==> src/rtl/uart_tx_arbiter_if.sv <==
// rtl/uart_tx_arbiter_if.sv - handshake bundle between byte sources, arbiter and UART transmitter
interface uart_tx_arbiter_if #(
    parameter int NUM_REQ  = 4,
    parameter int DI_WIDTH = 8
);
    localparam int IDW = $clog2(NUM_REQ);

    logic [NUM_REQ-1:0]          req_vld;
    logic [NUM_REQ*DI_WIDTH-1:0] req_data;
    logic [NUM_REQ-1:0]          req_last;
    logic [NUM_REQ-1:0]          req_ack;
    logic [DI_WIDTH-1:0]         tx_din;
    logic                        tx_din_vld;
    logic                        tx_rfd;
    logic                        grant_vld;
    logic [IDW-1:0]              grant_id;

    modport master (output req_vld, req_data, req_last, tx_rfd,
                    input  req_ack, tx_din, tx_din_vld, grant_vld, grant_id);
    modport slave  (input  req_vld, req_data, req_last, tx_rfd,
                    output req_ack, tx_din, tx_din_vld, grant_vld, grant_id);
endinterface

==> src/rtl/uart_tx_arbiter.sv <==
// rtl/uart_tx_arbiter.sv - round-robin per-message arbiter sharing one UART transmitter
module uart_tx_arbiter #(
    parameter int NUM_REQ      = 4,
    parameter int DI_WIDTH     = 8,
    parameter int MAX_BURST    = 4,
    parameter int IDLE_TIMEOUT = 16
) (
    input  logic             clk,
    input  logic             rst,
    uart_tx_arbiter_if.slave bus
);
    localparam int IDW = $clog2(NUM_REQ);
    localparam int BCW = (MAX_BURST == 0) ? 1 : $clog2(MAX_BURST + 1);
    localparam int TW  = $clog2(IDLE_TIMEOUT);

    typedef enum logic [1:0] {
        S_IDLE,
        S_ISSUE,
        S_WAIT_ACK,
        S_WAIT_DONE
    } state_t;

    state_t              state_q;
    logic [IDW-1:0]      ptr_q;
    logic [IDW-1:0]      grant_id_q;
    logic                grant_vld_q;
    logic                tx_din_vld_q;
    logic [DI_WIDTH-1:0] tx_din_q;
    logic [NUM_REQ-1:0]  req_ack_q;
    logic [BCW-1:0]      byte_cnt_q;
    logic [TW-1:0]       tmo_q;
    logic                last_flag_q;

    logic [IDW:0]        scan_sum;
    logic [IDW-1:0]      win_id_d;
    logic                win_vld_d;
    logic [IDW-1:0]      ptr_d;
    logic                cur_vld;
    logic                cur_last;
    logic [DI_WIDTH-1:0] cur_data;
    logic                burst_hit;

    // Scan downwards so the last hit written is the nearest index at or after ptr.
    always_comb begin
        win_vld_d = 1'b0;
        win_id_d  = '0;
        scan_sum  = '0;
        for (int k = NUM_REQ - 1; k >= 0; k--) begin
            scan_sum = {1'b0, ptr_q} + (IDW+1)'(k);
            if (scan_sum >= (IDW+1)'(NUM_REQ)) begin
                scan_sum = scan_sum - (IDW+1)'(NUM_REQ);
            end
            if (bus.req_vld[scan_sum[IDW-1:0]]) begin
                win_vld_d = 1'b1;
                win_id_d  = scan_sum[IDW-1:0];
            end
        end
    end

    assign ptr_d     = (grant_id_q == IDW'(NUM_REQ - 1)) ? '0 : grant_id_q + 1'b1;
    assign cur_vld   = bus.req_vld[grant_id_q];
    assign cur_last  = bus.req_last[grant_id_q];
    assign cur_data  = bus.req_data[grant_id_q*DI_WIDTH +: DI_WIDTH];
    assign burst_hit = (MAX_BURST != 0) && (byte_cnt_q == BCW'(MAX_BURST));

    always_ff @(posedge clk or posedge rst) begin
        if (rst) begin
            state_q      <= S_IDLE;
            ptr_q        <= '0;
            grant_id_q   <= '0;
            grant_vld_q  <= 1'b0;
            tx_din_vld_q <= 1'b0;
            tx_din_q     <= '0;
            req_ack_q    <= '0;
            byte_cnt_q   <= '0;
            tmo_q        <= '0;
            last_flag_q  <= 1'b0;
        end else begin
            tx_din_vld_q <= 1'b0;
            tx_din_q     <= '0;
            req_ack_q    <= '0;
            case (state_q)
                S_IDLE: begin
                    if (win_vld_d) begin
                        grant_vld_q <= 1'b1;
                        grant_id_q  <= win_id_d;
                        byte_cnt_q  <= '0;
                        tmo_q       <= '0;
                        state_q     <= S_ISSUE;
                    end
                end
                S_ISSUE: begin
                    if (cur_vld) begin
                        // A stalled transmitter is not the requester's fault, so the timeout holds.
                        if (bus.tx_rfd) begin
                            tx_din_vld_q <= 1'b1;
                            tx_din_q     <= cur_data;
                            req_ack_q    <= NUM_REQ'(1) << grant_id_q;
                            if (byte_cnt_q != {BCW{1'b1}}) begin
                                byte_cnt_q <= byte_cnt_q + 1'b1;
                            end
                            last_flag_q  <= cur_last;
                            tmo_q        <= '0;
                            state_q      <= S_WAIT_ACK;
                        end
                    end else if (tmo_q == TW'(IDLE_TIMEOUT - 1)) begin
                        grant_vld_q <= 1'b0;
                        ptr_q       <= ptr_d;
                        state_q     <= S_IDLE;
                    end else begin
                        tmo_q <= tmo_q + 1'b1;
                    end
                end
                S_WAIT_ACK: begin
                    state_q <= S_WAIT_DONE;
                end
                S_WAIT_DONE: begin
                    if (bus.tx_rfd) begin
                        if (last_flag_q || burst_hit) begin
                            grant_vld_q <= 1'b0;
                            ptr_q       <= ptr_d;
                            state_q     <= S_IDLE;
                        end else begin
                            state_q <= S_ISSUE;
                        end
                    end
                end
                default: state_q <= S_IDLE;
            endcase
        end
    end

    assign bus.grant_vld  = grant_vld_q;
    assign bus.grant_id   = grant_id_q;
    assign bus.tx_din_vld = tx_din_vld_q;
    assign bus.tx_din     = tx_din_q;
    assign bus.req_ack    = req_ack_q;
endmodule

==> src/flat_wrapper.sv <==
// flat-port wrapper written by rule: the top's interface ports become plain ports
module uart_tx_arbiter_flat 
#(
    parameter int NUM_REQ      = 4,
    parameter int DI_WIDTH     = 8,
    parameter int MAX_BURST    = 4,
    parameter int IDLE_TIMEOUT = 16
)
  (clk, rst, bus_req_vld, bus_req_data, bus_req_last, bus_tx_rfd, bus_req_ack, bus_tx_din, bus_tx_din_vld, bus_grant_vld, bus_grant_id);
  uart_tx_arbiter_if #(.NUM_REQ(NUM_REQ), .DI_WIDTH(DI_WIDTH)) bus_i ();
  input  logic clk;
  input  logic rst;
  input wire logic [$bits(bus_i.req_vld)-1:0] bus_req_vld;
  input wire logic [$bits(bus_i.req_data)-1:0] bus_req_data;
  input wire logic [$bits(bus_i.req_last)-1:0] bus_req_last;
  input wire logic [$bits(bus_i.tx_rfd)-1:0] bus_tx_rfd;
  output wire logic [$bits(bus_i.req_ack)-1:0] bus_req_ack;
  output wire logic [$bits(bus_i.tx_din)-1:0] bus_tx_din;
  output wire logic [$bits(bus_i.tx_din_vld)-1:0] bus_tx_din_vld;
  output wire logic [$bits(bus_i.grant_vld)-1:0] bus_grant_vld;
  output wire logic [$bits(bus_i.grant_id)-1:0] bus_grant_id;
  assign bus_i.req_vld = bus_req_vld;
  assign bus_i.req_data = bus_req_data;
  assign bus_i.req_last = bus_req_last;
  assign bus_i.tx_rfd = bus_tx_rfd;
  assign bus_req_ack = bus_i.req_ack;
  assign bus_tx_din = bus_i.tx_din;
  assign bus_tx_din_vld = bus_i.tx_din_vld;
  assign bus_grant_vld = bus_i.grant_vld;
  assign bus_grant_id = bus_i.grant_id;
  uart_tx_arbiter #(.NUM_REQ(NUM_REQ), .DI_WIDTH(DI_WIDTH), .MAX_BURST(MAX_BURST), .IDLE_TIMEOUT(IDLE_TIMEOUT)) u_core (.clk(clk), .rst(rst), .bus(bus_i));
endmodule
==> config.mk <==
export PLATFORM = sky130hd
export DESIGN_NAME = uart_tx_arbiter_flat
export DESIGN_NICKNAME = d
export VERILOG_FILES = /design/src/rtl/uart_tx_arbiter_if.sv /design/src/rtl/uart_tx_arbiter.sv /design/src/flat_wrapper.sv
export SDC_FILE = /design/constraint.sdc
export NUM_CORES = 1
export LEC_CHECK = 0
export ABC_AREA = 1
export ABC_CLOCK_PERIOD_IN_PS = 2600
export CAP_MARGIN = 20
export CORE_MARGIN = 1.5
export CORE_UTILIZATION = 35
export CTS_BUF_LIST = sky130_fd_sc_hd__clkbuf_4 sky130_fd_sc_hd__clkbuf_8 sky130_fd_sc_hd__clkbuf_16
export DETAILED_ROUTE_END_ITERATION = 16
export HOLD_SLACK_MARGIN = 0.05
export PLACE_DENSITY_LB_ADDON = 0.2
export SYNTH_ARGS = -nofsm -noshare
export SYNTH_HDL_FRONTEND = slang
export SYNTH_SLANG_ARGS = --single-unit
==> constraint.sdc <==
create_clock -name clk -period 2.6 [get_ports clk]
set_input_delay 0.52 -clock clk [delete_from_list [all_inputs] [get_ports clk]]
set_output_delay 0.52 -clock clk [all_outputs]
set_load 0.01 [all_outputs]
==> metrics.cfg, run 1 <==
[outcome]
status = complete, no violations

[synthesis]
synth_area_leaders = dfrtp_1 36%, nand2_1 11%, nor2_1 8.7%
avgSynthCellArea_um2 = 7.27
synth_warnings = 0
synth-simple-area-share = 0.387
ys_ff_latch = 28
synth_top_family_by_area = simple AND/OR/NAND/NOR gates
syn_nets = 319
yosysTopAreaCell = dfrtp_1
synth_compound_area_frac = 0.119
muxShareOfSynthArea = 0
synth_top_area_share = 0.360
synthesis.area_um2 = 1950
synth_adder_area_share = 0.0514
synth-xor-area-share = 0.00450
yosysSeqAreaShare = 0.360
yosysUniqueCellTypes = 30
syn-instance-count = 268

[critical_path]
crit_family = buffers and inverters
path_buf_inv = 1
path_cells = clkdlybuf4s50_1
cp_slowest_cell = clkdlybuf4s50_1
slowest_delay_ps = 620
critPathMaxFanout = 10
worstSetupEndpointType = output pin
cp.required_ps = 2080
worstRegToRegCells = 6
start_kind = register
r2r-start = u_core.bus.grant_id[1]
arrival_ps = 1510
r2r_slack_ps = 840
crit_type = register to output pin

[floorplan]
pin_count = 59
coreArea_um2 = 5240
rows = 26
die_h_um = 77.6
die_area_um2 = 6020
dieWidth_um = 77.6
initial_core_util = 0.372

[clock_tree]
clk_latency_ps = 280
clkSlewWorstSetupHoldPaths_ps = 100
ctsResizeCount = 0
cts_buffer_depth = 2
cts_buffers = 3
h-tree-depth = 1
postCtsSetupBuffers = 0
root_buffer = clkbuf_8
cts_hold_buf = 0
cts_sinks = 28
cts_tree = built

[drt]
drc_errors = 0
drtPass1Iterations = 4
wl_per_cell_um = 11.6
drt_wl_total_mm = 4.63
drt_iter0_markers = 99
ant_nets = 0
route.vias.total = 1867
vias_per_cell = 4.70

[place]
place_hpwl_mm = 3.59
placedCellCount = 393
port_buffers = 58
gp_congestion = 0.853

[timing]
hold_violations = 0
final.period_utilization = 0.779
worstMarginPinSlew_ps = 415
fin_skew_ps = 4.14
fmax_mhz = 493
setup_viol = 0
timing.hold.ws_ps = 484
rsz0062_at_grt = false
period_needed_ps = 2030
slew_violations = 0
maxSlewHeadroom = 0.723
setup-tns-final_ps = 0

[grt]
grt_overflow_total = 0
grtUsageMet3 = 0.0506
gr-usage-met1 = 0.202
grt_max_degree = 29
grt_pass1_vias = 1772
globalRouteTotalUtil = 0.165
grt_use_met2 = 0.283
grt_pass1_wl_mm = 7.99
grt_antenna_before_repair = 0
top_usage_layer = met2

[power]
ir_drop_v = 0.000489
power_density_nw_per_um2 = 998
p_leak_uw = 0.00130

[layout]
final_cell_mix = 59 x nand2_1, 58 x clkdlybuf4s50_1, 45 x nor2_1
finalNonFillerCells = 397
nNetsFinal = 379
syn_to_final_growth_pct = 37.8
antenna_cells = 0
drive_gt1_frac = 0.135
final_common_cell = nand2_1

[hold_path]
hp-start = u_core.bus.grant_vld
hold_path.class = register to register
worstHoldEndpoint = u_core.bus.grant_vld
hold_depth = 2

[flow_run]
maxCapViolCount = 0

## where the power goes
group / internal [µW] / leakage (µW) / switching (µW)
Sequential: 552 / 0.000371 / 152
Combinational: 655 / 0.000892 / 967
Clock: 206 / 0.0000357 / 146
## routing by layer
layer	vias up	routed length [µm]	part of all wire
met5	-	0	0
met4	0	33	0.0071
met3	4	329	0.071
met2	44	2200	0.48
met1	844	2060	0.45
li1	975	-	-
## registers in the layout (all words and copies together), names as in the netlist, named ones only
name	count
u_core.bus.grant_id	2
u_core.bus.grant_vld	1
u_core.bus.req_ack	4
u_core.bus.tx_din	8
u_core.bus.tx_din_vld	1
u_core.byte_cnt_q	3
u_core.last_flag_q	1
u_core.ptr_q	2
u_core.state_q	1
u_core.tmo_q	4
## per-stage QoR
stage	area, µm²	utilization	power (µW)	worst slack [ps]
floorplan	1950	-	1910	1200
global placement	2610	0.499	2340	463
detailed placement	2610	0.499	2360	449
CTS	2680	0.512	2720	534
global route	2680	0.512	2960	492
finish	2680	0.512	2680	574
## synthesized netlist by cell type
master / number
nand2_1: 59
nor2_1: 45
dfrtp_1: 28
inv_1: 23
o21ai_0: 23
a21oi_1: 15
nand3_1: 13
nand2_2: 12
ha_1: 8
nand2_4: 6
nand4_1: 5
clkbuf_1: 4
inv_2: 4
buf_2: 3
o21ai_2: 3
nor2_8: 2
nor3_1: 2
a21oi_2: 1
and2_1: 1
and2_4: 1
buf_6: 1
inv_8: 1
nand3_2: 1
nand3_4: 1
nand3b_1: 1
nor2_2: 1
nor2_4: 1
o22ai_1: 1
or2_2: 1
xor2_1: 1
## worst min-delay path, cell delays in order (launching register included)
cell and delay, ps:
dfrtp_1 360, nand2_1 50, nand2_1 40
## how the worst max path moves through the flow
stage	from	endpoint	cells past startpoint
6_report	u_core.bus.grant_id[1]	bus_grant_id[1]	1
5_1_grt	u_core.bus.grant_id[1]	bus_grant_id[1]	1
4_1_cts	u_core.bus.grant_id[1]	bus_grant_id[1]	1
3_5_place_dp	bus_req_vld[3]	register	8
3_3_place_gp	bus_req_vld[3]	register	8
2_1_floorplan	u_core.bus.grant_id[0]	u_core.byte_cnt_q[0]	10
## kinds of logic (layout without fill, tap and decap cells)
group                      count (synthesis)  count (layout)
and+or+nand+nor                          152             152
DFF                                       28              28
AOI/OAI and AO/OA                         43              43
xor gates and xnor gates                   1               1
buffers and inverters                     36              95
adders and majority gates                  8               8
## cell type report
| cell class | instances | area (µm²) |
|---|---|---|
| Tap cell | 70 | 87.6 |
| Timing Repair Buffer | 63 | 618 |
| Clock inverter | 1 | 30.0 |
| Multi-Input combinational cell | 204 | 1090 |
| Sequential cell | 28 | 701 |
| Clock buffer | 3 | 41.3 |
| Fill cell | 532 | 2550 |
| Inverter | 28 | 113 |
No activity file was read; power rests on OpenSTA's default activity.
==> run 2, diff against run 1 <==
--- a/config.mk
+++ b/config.mk
@@ -6,7 +6,7 @@
 export NUM_CORES = 1
 export LEC_CHECK = 0
 export ABC_AREA = 1
-export ABC_CLOCK_PERIOD_IN_PS = 2600
+export ABC_CLOCK_PERIOD_IN_PS = 1900
 export CAP_MARGIN = 20
 export CORE_MARGIN = 1.5
 export CORE_UTILIZATION = 35
==> constraint.sdc (replaced) <==
create_clock -name clk -period 1.9 [get_ports clk]
set_input_delay 0.38 -clock clk [delete_from_list [all_inputs] [get_ports clk]]
set_output_delay 0.38 -clock clk [all_outputs]
set_load 0.01 [all_outputs]
==> run 2 against run 1 <==
Net effect: utilization increased by 0.53 points; clock power is 36% higher; design area rose by 1.0%; wire length is 0.93% lower; via count decreased by 0.75%.
==> metrics.cfg, run 2 (synthesis gave the netlist of run 1 again) <==
[power]
power.switching_uw = 1730
seqPwrFrac = 0.256
p_leak_uw = 0.00131
p_comb_frac = 0.614
swShare = 0.468
pwr-share-clk = 0.130
internal-power_uw = 1970
ir_drop_v = 0.000602
power_density_nw_per_um2 = 1370

[grt]
grt_overflow_total = 0
grt_pass1_wl_mm = 7.78
grt_max_degree = 29
grt_pass1_vias = 1702
grt_antenna_before_repair = 0
globalRouteTotalUtil = 0.159

[clock_tree]
cts_hold_buf = 0
h-tree-depth = 1
cts_buffer_depth = 2
cts_buffers = 3
root_buffer = clkbuf_8
clkSlewWorstSetupHoldPaths_ps = 100
ctsResizeCount = 0
postCtsSetupBuffers = 0
clk_latency_ps = 280
cts_tree = built
cts_sinks = 28

[drt]
vias_per_cell = 4.64
ant_nets = 0
drc_errors = 0
drtPass1Iterations = 4
wl_per_cell_um = 11.5
drt_wl_total_mm = 4.58
route.vias.total = 1853
drt_iter0_markers = 128

[layout]
antenna_cells = 0
nNetsFinal = 381
final_common_cell = nand2_1
syn_to_final_growth_pct = 39.2
largest_reg_flops = 8
drive_gt1_frac = 0.140
finalNonFillerCells = 399
final_cell_mix = 59 x nand2_1, 58 x clkdlybuf4s50_1, 45 x nor2_1
fin_util = 0.518

[place]
placedCellCount = 395
place_hpwl_mm = 3.51
gp_congestion = 0.873
place_ws_ps = 33.7
port_buffers = 58

[floorplan]
coreArea_um2 = 5240
initial_core_util = 0.372
die_h_um = 77.6
dieWidth_um = 77.6
die_area_um2 = 6020
rows = 26
pin_count = 59

[critical_path]
path_cells = clkdlybuf4s50_1
crit_start = u_core.bus.grant_id[0]
crit_type = register to output pin
arrival_ps = 1410
path_buf_inv = 1
cp.required_ps = 1520
critPathMaxFanout = 7
r2r_end = u_core.byte_cnt_q[1]
crit_path_end = bus_grant_id[0]
start_kind = register
r2r_slack_ps = 340
r2r-start = u_core.ptr_q[0]
slowest_delay_ps = 600
worstRegToRegCells = 8
crit_family = buffers and inverters
cp_slowest_cell = clkdlybuf4s50_1
path_depth = 1
worstSetupEndpointType = output pin

[timing]
slew_violations = 0
final.period_utilization = 0.944
timing.hold.ws_ps = 459
fmax_mhz = 557
maxSlewHeadroom = 0.760
period_needed_ps = 1790
rsz0062_at_grt = false
fin_ws_ps = 106
worstMarginPinSlew_ps = 361
setup_viol = 0
hold_violations = 0
fin_skew_ps = 2.76
setup-tns-final_ps = 0

[flow_run]
maxCapViolCount = 0

[hold_path]
hold_path.class = primary input to asynchronous set/reset pin

[outcome]
status = complete, no violations

==> run 2: cell type report <==
| type | instances | area, µm² |
|---|---|---|
| clock buffer | 3 | 41.3 |
| clock inverter | 1 | 30.0 |
| fill | 512 | 2530 |
| inverter | 28 | 113 |
| multi-input combinational | 204 | 1090 |
| sequential | 28 | 701 |
| tap | 70 | 87.6 |
| timing repair buffer | 65 | 646 |
==> run 2: power by group through the flow <==
| stage | logic (µW) | registers (µW) | clock network (µW) |
|---|---|---|---|
| 6_report | 2270 | 947 | 480 |
| 5_1_grt | 2570 | 978 | 527 |
| 4_1_cts | 2300 | 952 | 496 |
| 3_5_place_dp | 2280 | 964 | 0 |
| 3_3_place_gp | 2280 | 961 | 0 |
| 2_1_floorplan | 1680 | 931 | 0 |
==> run 2: per-stage QoR <==
step	power, µW	area, µm²
floorplan	2610	1950
global placement	3240	2640
detailed placement	3250	2640
CTS	3750	2710
global route	4070	2710
finish	3700	2710
==> run 2: worst min path at each step <==
stage	cells after the start	endpoint	slack, ps	from
2_1_floorplan	1	asynchronous set/reset pin	450	rst
3_3_place_gp	2	u_core.bus.grant_vld	460	u_core.bus.grant_vld
3_5_place_dp	2	u_core.bus.grant_vld	470	u_core.bus.grant_vld
4_1_cts	3	u_core.bus.tx_din[0]	470	rst
5_1_grt	3	u_core.bus.grant_id[1]	500	rst
6_report	3	u_core.bus.tx_din[0]	460	rst
==> run 2: metal layers <==
metal,track usage,vias up,share of wire
met5,0,-,0
met4,0.0309,0,0.0057
li1,-,967,-
met2,0.271,50,0.48
met3,0.0447,4,0.064
met1,0.201,832,0.45
==> variant 1: new RTL, flow settings as in run 2 <==
`NUM_REQ` is set to 4 in 3 places; all go to 16.
--- a/src/rtl/uart_tx_arbiter_if.sv
+++ b/src/rtl/uart_tx_arbiter_if.sv
@@ -1,6 +1,6 @@
 // rtl/uart_tx_arbiter_if.sv - handshake bundle between byte sources, arbiter and UART transmitter
 interface uart_tx_arbiter_if #(
-    parameter int NUM_REQ  = 4,
+    parameter int NUM_REQ  = 16,
     parameter int DI_WIDTH = 8
 );
     localparam int IDW = $clog2(NUM_REQ);
--- a/src/rtl/uart_tx_arbiter.sv
+++ b/src/rtl/uart_tx_arbiter.sv
@@ -1,6 +1,6 @@
 // rtl/uart_tx_arbiter.sv - round-robin per-message arbiter sharing one UART transmitter
 module uart_tx_arbiter #(
-    parameter int NUM_REQ      = 4,
+    parameter int NUM_REQ      = 16,
     parameter int DI_WIDTH     = 8,
     parameter int MAX_BURST    = 4,
     parameter int IDLE_TIMEOUT = 16
--- a/src/flat_wrapper.sv
+++ b/src/flat_wrapper.sv
@@ -1,7 +1,7 @@
 // flat-port wrapper written by rule: the top's interface ports become plain ports
 module uart_tx_arbiter_flat 
 #(
-    parameter int NUM_REQ      = 4,
+    parameter int NUM_REQ      = 16,
     parameter int DI_WIDTH     = 8,
     parameter int MAX_BURST    = 4,
     parameter int IDLE_TIMEOUT = 16
Interface: changed (5 resized); port bits go from 59 to 193. The function was not compared with the original's and may differ.
==> variant 1 against run 2 <==
The flow now finishes with violations (setup timing). Sequential cell count is 16 higher. Worst setup slack worse by 0.83 ns. Power grew to 5.5 times the old value. Non-clock buffer count is 289 higher. Wire length grew to 4.7 times the old value. Area after synthesis grew to 2.5 times the old value. Cell area grew to 3.3 times the old value. Final cell count grew to 3.3 times the old value. Critical path type is now reg -> reg. Critical endpoint is now u_core.tmo_q[3]$_DFFE_PP0P_.
==> variant 1: results (changes against run 2) <==
[placement]
gp_congestion=0.915  ; was 0.873
dpl_worst_slack_ns=-0.782  ; was 0.0337 ns
io_buffers=192  ; was 58
hpwl_microns=15700  ; was 3510 microns
placed_area_sq_mm=0.00780  ; was 0.00264 sq mm

[status]
status=finished with violations  ; was finished, final reports clean
violations=setup timing

[yosys]
synth_xor_area_share_pct=1.94  ; was 0.450%
synth-compound-area-share_pct=23.3  ; was 11.9%
synth_fp_nets=996  ; was 319
synth_commonest_cells=nand2_1 (207), nor2_1 (132), o21ai_0 (84), nand3_1 (74), a21oi_1 (46)  ; was nand2_1 (59), nor2_1 (45), dfrtp_1 (28), inv_1 (23), o21ai_0 (23)
synth.area.top_cells=dfrtp_1 (23%), nand2_1 (16%), nor2_1 (10%)  ; was dfrtp_1 (36%), nand2_1 (11%), nor2_1 (8.7%)
ys_types=45  ; was 30
synth_adder_area_share_pct=4.35  ; was 5.14%
synth-seq-area-share_pct=22.5  ; was 36.0%
synth_cells=816  ; was 268

[setup_path]
timing.rr.start=u_core.ptr_q[1]$_DFFE_PP0P_  ; was u_core.ptr_q[0]$_DFFE_PP0P_
worst_path_largest_cell_delay_ns=0.37  ; was 0.60 ns
cp-endpoint=u_core.tmo_q[3]$_DFFE_PP0P_  ; was bus_grant_id[0]
crit_path_top_delay_cell=dfrtp_1  ; was clkdlybuf4s50_1
critPathTopFamily=simple AND/OR/NAND/NOR gates  ; was buffers and inverters
cp_max_fo=6  ; was 7

[detailed_routing]
first_pass_iters=7  ; was 4
vias=6900  ; was 1853
drt_iter0_drc=414  ; was 128
routed_wl_microns=21500  ; was 4580 microns
wl_met3_microns=1150  ; was 292 microns
wl_met2_microns=11100  ; was 2200 microns

[power]
ir_worst_vdd_v=0.000983  ; was 0.000602 V
power.leakage_uw=0.00416  ; was 0.00131 uW

[global_route]
grt_max_degree=72  ; was 29
met1_usage_pct=33.2  ; was 20.1%
grtUsageMet3_pct=3.95  ; was 4.47%
met2_usage_pct=53.2  ; was 27.1%

[sta]
fin_worst_skew_ns=0.00688  ; was 0.00276 ns
setup_slack_ns=-0.727  ; was 0.106 ns
worst_pin_slew_ns=0.502  ; was 0.361 ns
setup-tns-final_ns=-16.58  ; was 0 ns
whs_ns=0.428  ; was 0.459 ns
setup_viol=44  ; was 0

[clock_network]
htreeDepth=2  ; was 1
clk_pin_slew_ns=0.07  ; was 0.10 ns
root_buffer=clkbuf_16  ; was clkbuf_8
cts_buffers=5  ; was 3

[layout]
finalNonFillerCells=1320  ; was 399
largest_reg_flops=16  ; was 8

==> variant 1: cell types whose count changed after synthesis, sizes merged, moves of 16 or more <==
cell	change
o22ai	+27
inv	+27
clkbuf	+24
dfrtp	+16
nor2	+84
nand2	+144
nand3	+61
o21ai	+64
a21oi	+31
==> variant 1: area by class of cell <==
type	instances	area [sq um]	share of cell area [%]
repair buffers	354	3370	37.1
diodes	1	2.50	0.0276
clock inverters	2	35.0	0.386
clock buffers	6	133	1.46
inverters	58	243	2.67
multi-input cells	674	3960	43.6
flip-flops and latches	44	1100	12.2
repair inverters	1	11.3	0.124
well taps	180	225	2.48
==> variant 1: where the power goes <==
part,internal (uW),switching [uW],total [uW]
clock,634,374,1010
combinational,8100,9990,18100
sequential,1180,199,1380
total,9920,10600,20500
==> variant 1: what timing repair did <==
| item | in CTS | in global routing |
|---|---|---|
| pin swaps | 28 | 27 |
| endpoints found under the setup margin | 46 | 45 |
| cloned | 2 | 0 |
| setup buffers | 32 | 14 |
| gates resized for setup | 127 | 59 |
==> variant 2: new RTL, flow settings as in run 2 <==
Made on the original files. Re-encode `state_t` (4 states) as one-hot, 4 bits wide.
--- a/src/rtl/uart_tx_arbiter.sv
+++ b/src/rtl/uart_tx_arbiter.sv
@@ -13,11 +13,11 @@
     localparam int BCW = (MAX_BURST == 0) ? 1 : $clog2(MAX_BURST + 1);
     localparam int TW  = $clog2(IDLE_TIMEOUT);
 
-    typedef enum logic [1:0] {
-        S_IDLE,
-        S_ISSUE,
-        S_WAIT_ACK,
-        S_WAIT_DONE
+    typedef enum logic [3:0] {
+        S_IDLE      = 4'b0001,
+        S_ISSUE     = 4'b0010,
+        S_WAIT_ACK  = 4'b0100,
+        S_WAIT_DONE = 4'b1000
     } state_t;
 
     state_t              state_q;
Behaviour: same outputs for any inputs over 10 cycles, from zero or initial values and one cycle with rst high; not proved beyond that.
==> variant 2 against run 2 <==
Count of clock-buffer cells in the layout increased by 3. Die area increased by 6.7%. Combinational power increased by 5%. Synthesized cell count increased by 4.9%. Worst setup slack got worse by 0.021 ns. Sequential cell count increased by 2. Wire length increased by 3.1%. Cell area increased by 6.0%. Area after synthesis increased by 7.0%. Power increased by 8.4%. Critical path depth unchanged. Hold slack improved by 0.0078 ns. Largest power group unchanged.
==> variant 2: results (changes against run 2) <==
[status]
status=finished, final reports clean  ; unchanged

[detailed_routing]
drt_iter0_drc=32  ; was 128
routed_via_density=4.64  ; about the same
first_pass_iters=4  ; unchanged
wl_met1_microns=2160  ; was 2060 microns
routed_wl_microns=4730  ; was 4580 microns
wl_met3_microns=332  ; was 292 microns
wire_per_inst_microns=11.3  ; was 11.5 microns
wl_met2_microns=2070  ; was 2200 microns
highest_layer=met4  ; unchanged

[placement]
hpwl_microns=3740  ; was 3510 microns
placed_area_sq_mm=0.00276  ; was 0.00264 sq mm
io_buffers=58  ; unchanged
dpl.cell_count=410  ; was 395
dpl_worst_slack_ns=0.0416  ; was 0.0337 ns
gp_congestion=0.810  ; was 0.873

[global_route]
met2_usage_pct=26.1  ; was 27.1%
grt_max_degree=31  ; was 29
grt_pass1_vias=1873  ; was 1702
grt_first_pass_wirelength_microns=8320  ; was 7780 microns
met1_usage_pct=20.7  ; was 20.1%
grtUsageMet3_pct=5.91  ; was 4.47%
grt.total_usage_pct=16.8  ; was 15.9%

[layout]
nets=396  ; was 381
final_layout_size_suffix_gt1_share_pct=17.3  ; was 14.0%

[sta]
fin_worst_skew_ns=0.0103  ; was 0.00276 ns
setup_slack_ns=0.0851  ; was 0.106 ns
slew_headroom_pct=74.7  ; was 76.0%

[power]
powerComb_uw=2390  ; was 2270 uW
p_sw_share_pct=46.7  ; was 46.8%
powerClk_uw=647  ; was 480 uW
ir_worst_vdd_v=0.000565  ; was 0.000602 V
power.leakage_uw=0.00136  ; was 0.00131 uW

[yosys]
synth_fp_nets=332  ; was 319
synth_commonest_cells=nand2_1 (58), nor2_1 (56), dfrtp_1 (29), inv_1 (24), o21ai_0 (24)  ; was nand2_1 (59), nor2_1 (45), dfrtp_1 (28), inv_1 (23), o21ai_0 (23)
synth-seq-area-share_pct=36.1  ; was 36.0%
synth.avg_cell_area_sq_um=7.42  ; was 7.27 sq um
synth.area.top_cells=dfrtp_1 (35%), nand2_1 (10%), nor2_1 (10%)  ; was dfrtp_1 (36%), nand2_1 (11%), nor2_1 (8.7%)

[clock_network]
cts_buffers=5  ; was 3
htreeDepth=2  ; was 1
clk_pin_slew_ns=0.07  ; was 0.10 ns

[setup_path]
arrival_ns=1.43  ; was 1.41 ns
rrSetupSlack_ns=0.35

[variant 2: cell types whose count changed after synthesis, sizes merged, moves of 2 or more]
cell,delta
a21oi,-4
nand3,+5
nor2,+12
o21ai,+2
nor3,-2
and2,-2
[variant 2: cell families after synthesis]
logic type,Yosys count,share of synthesized area (%)
XOR/XNOR,2,0.840
AO/OA/AOI/OAI,42,12.6
adder cells (fa/ha/maj),8,4.80
flip-flops,30,36.1
AND/OR/NAND/NOR,162,37.9
buffers and inverters,37,7.74
[variant 2: worst paths after layout]
path | depth (start not counted) | endpoint | start
setup / recovery | 1 | bus_grant_id[1] | u_core.bus.grant_id[1]$_DFFE_PP0P_
min in group clk | 2 | u_core.bus.grant_vld$_DFFE_PP0P_ | u_core.bus.grant_vld$_DFFE_PP0P_
setup reg to reg | 10 | u_core.byte_cnt_q[0]$_DFFE_PP0P_ | u_core.ptr_q[0]$_DFFE_PP0P_
max in group asynchronous | 3 | u_core.state_q[0]$_DFFE_PP1P_ | rst
hold reg to reg | 2 | u_core.bus.grant_vld$_DFFE_PP0P_ | u_core.bus.grant_vld$_DFFE_PP0P_
hold / removal | 3 | u_core.tmo_q[2]$_DFFE_PP0P_ | rst
[variant 2: through the flow]
stage | total power (uW) | hold WS [ns]
after floorplan | 2750 | 0.468
after global placement | 3350 | 0.480
after detailed placement | 3380 | 0.474
after CTS | 4050 | 0.477
after global routing | 4420 | 0.509
final | 4010 | 0.467
[variant 2: cell type report]
class	count	area (sq um)
multi-input combinational	214	1170
tap	72	90.1
clock buffer	6	76.3
clock inverter	2	37.5
inverter	29	114
timing repair buffer	65	633
fill	541	2770
sequential	30	752
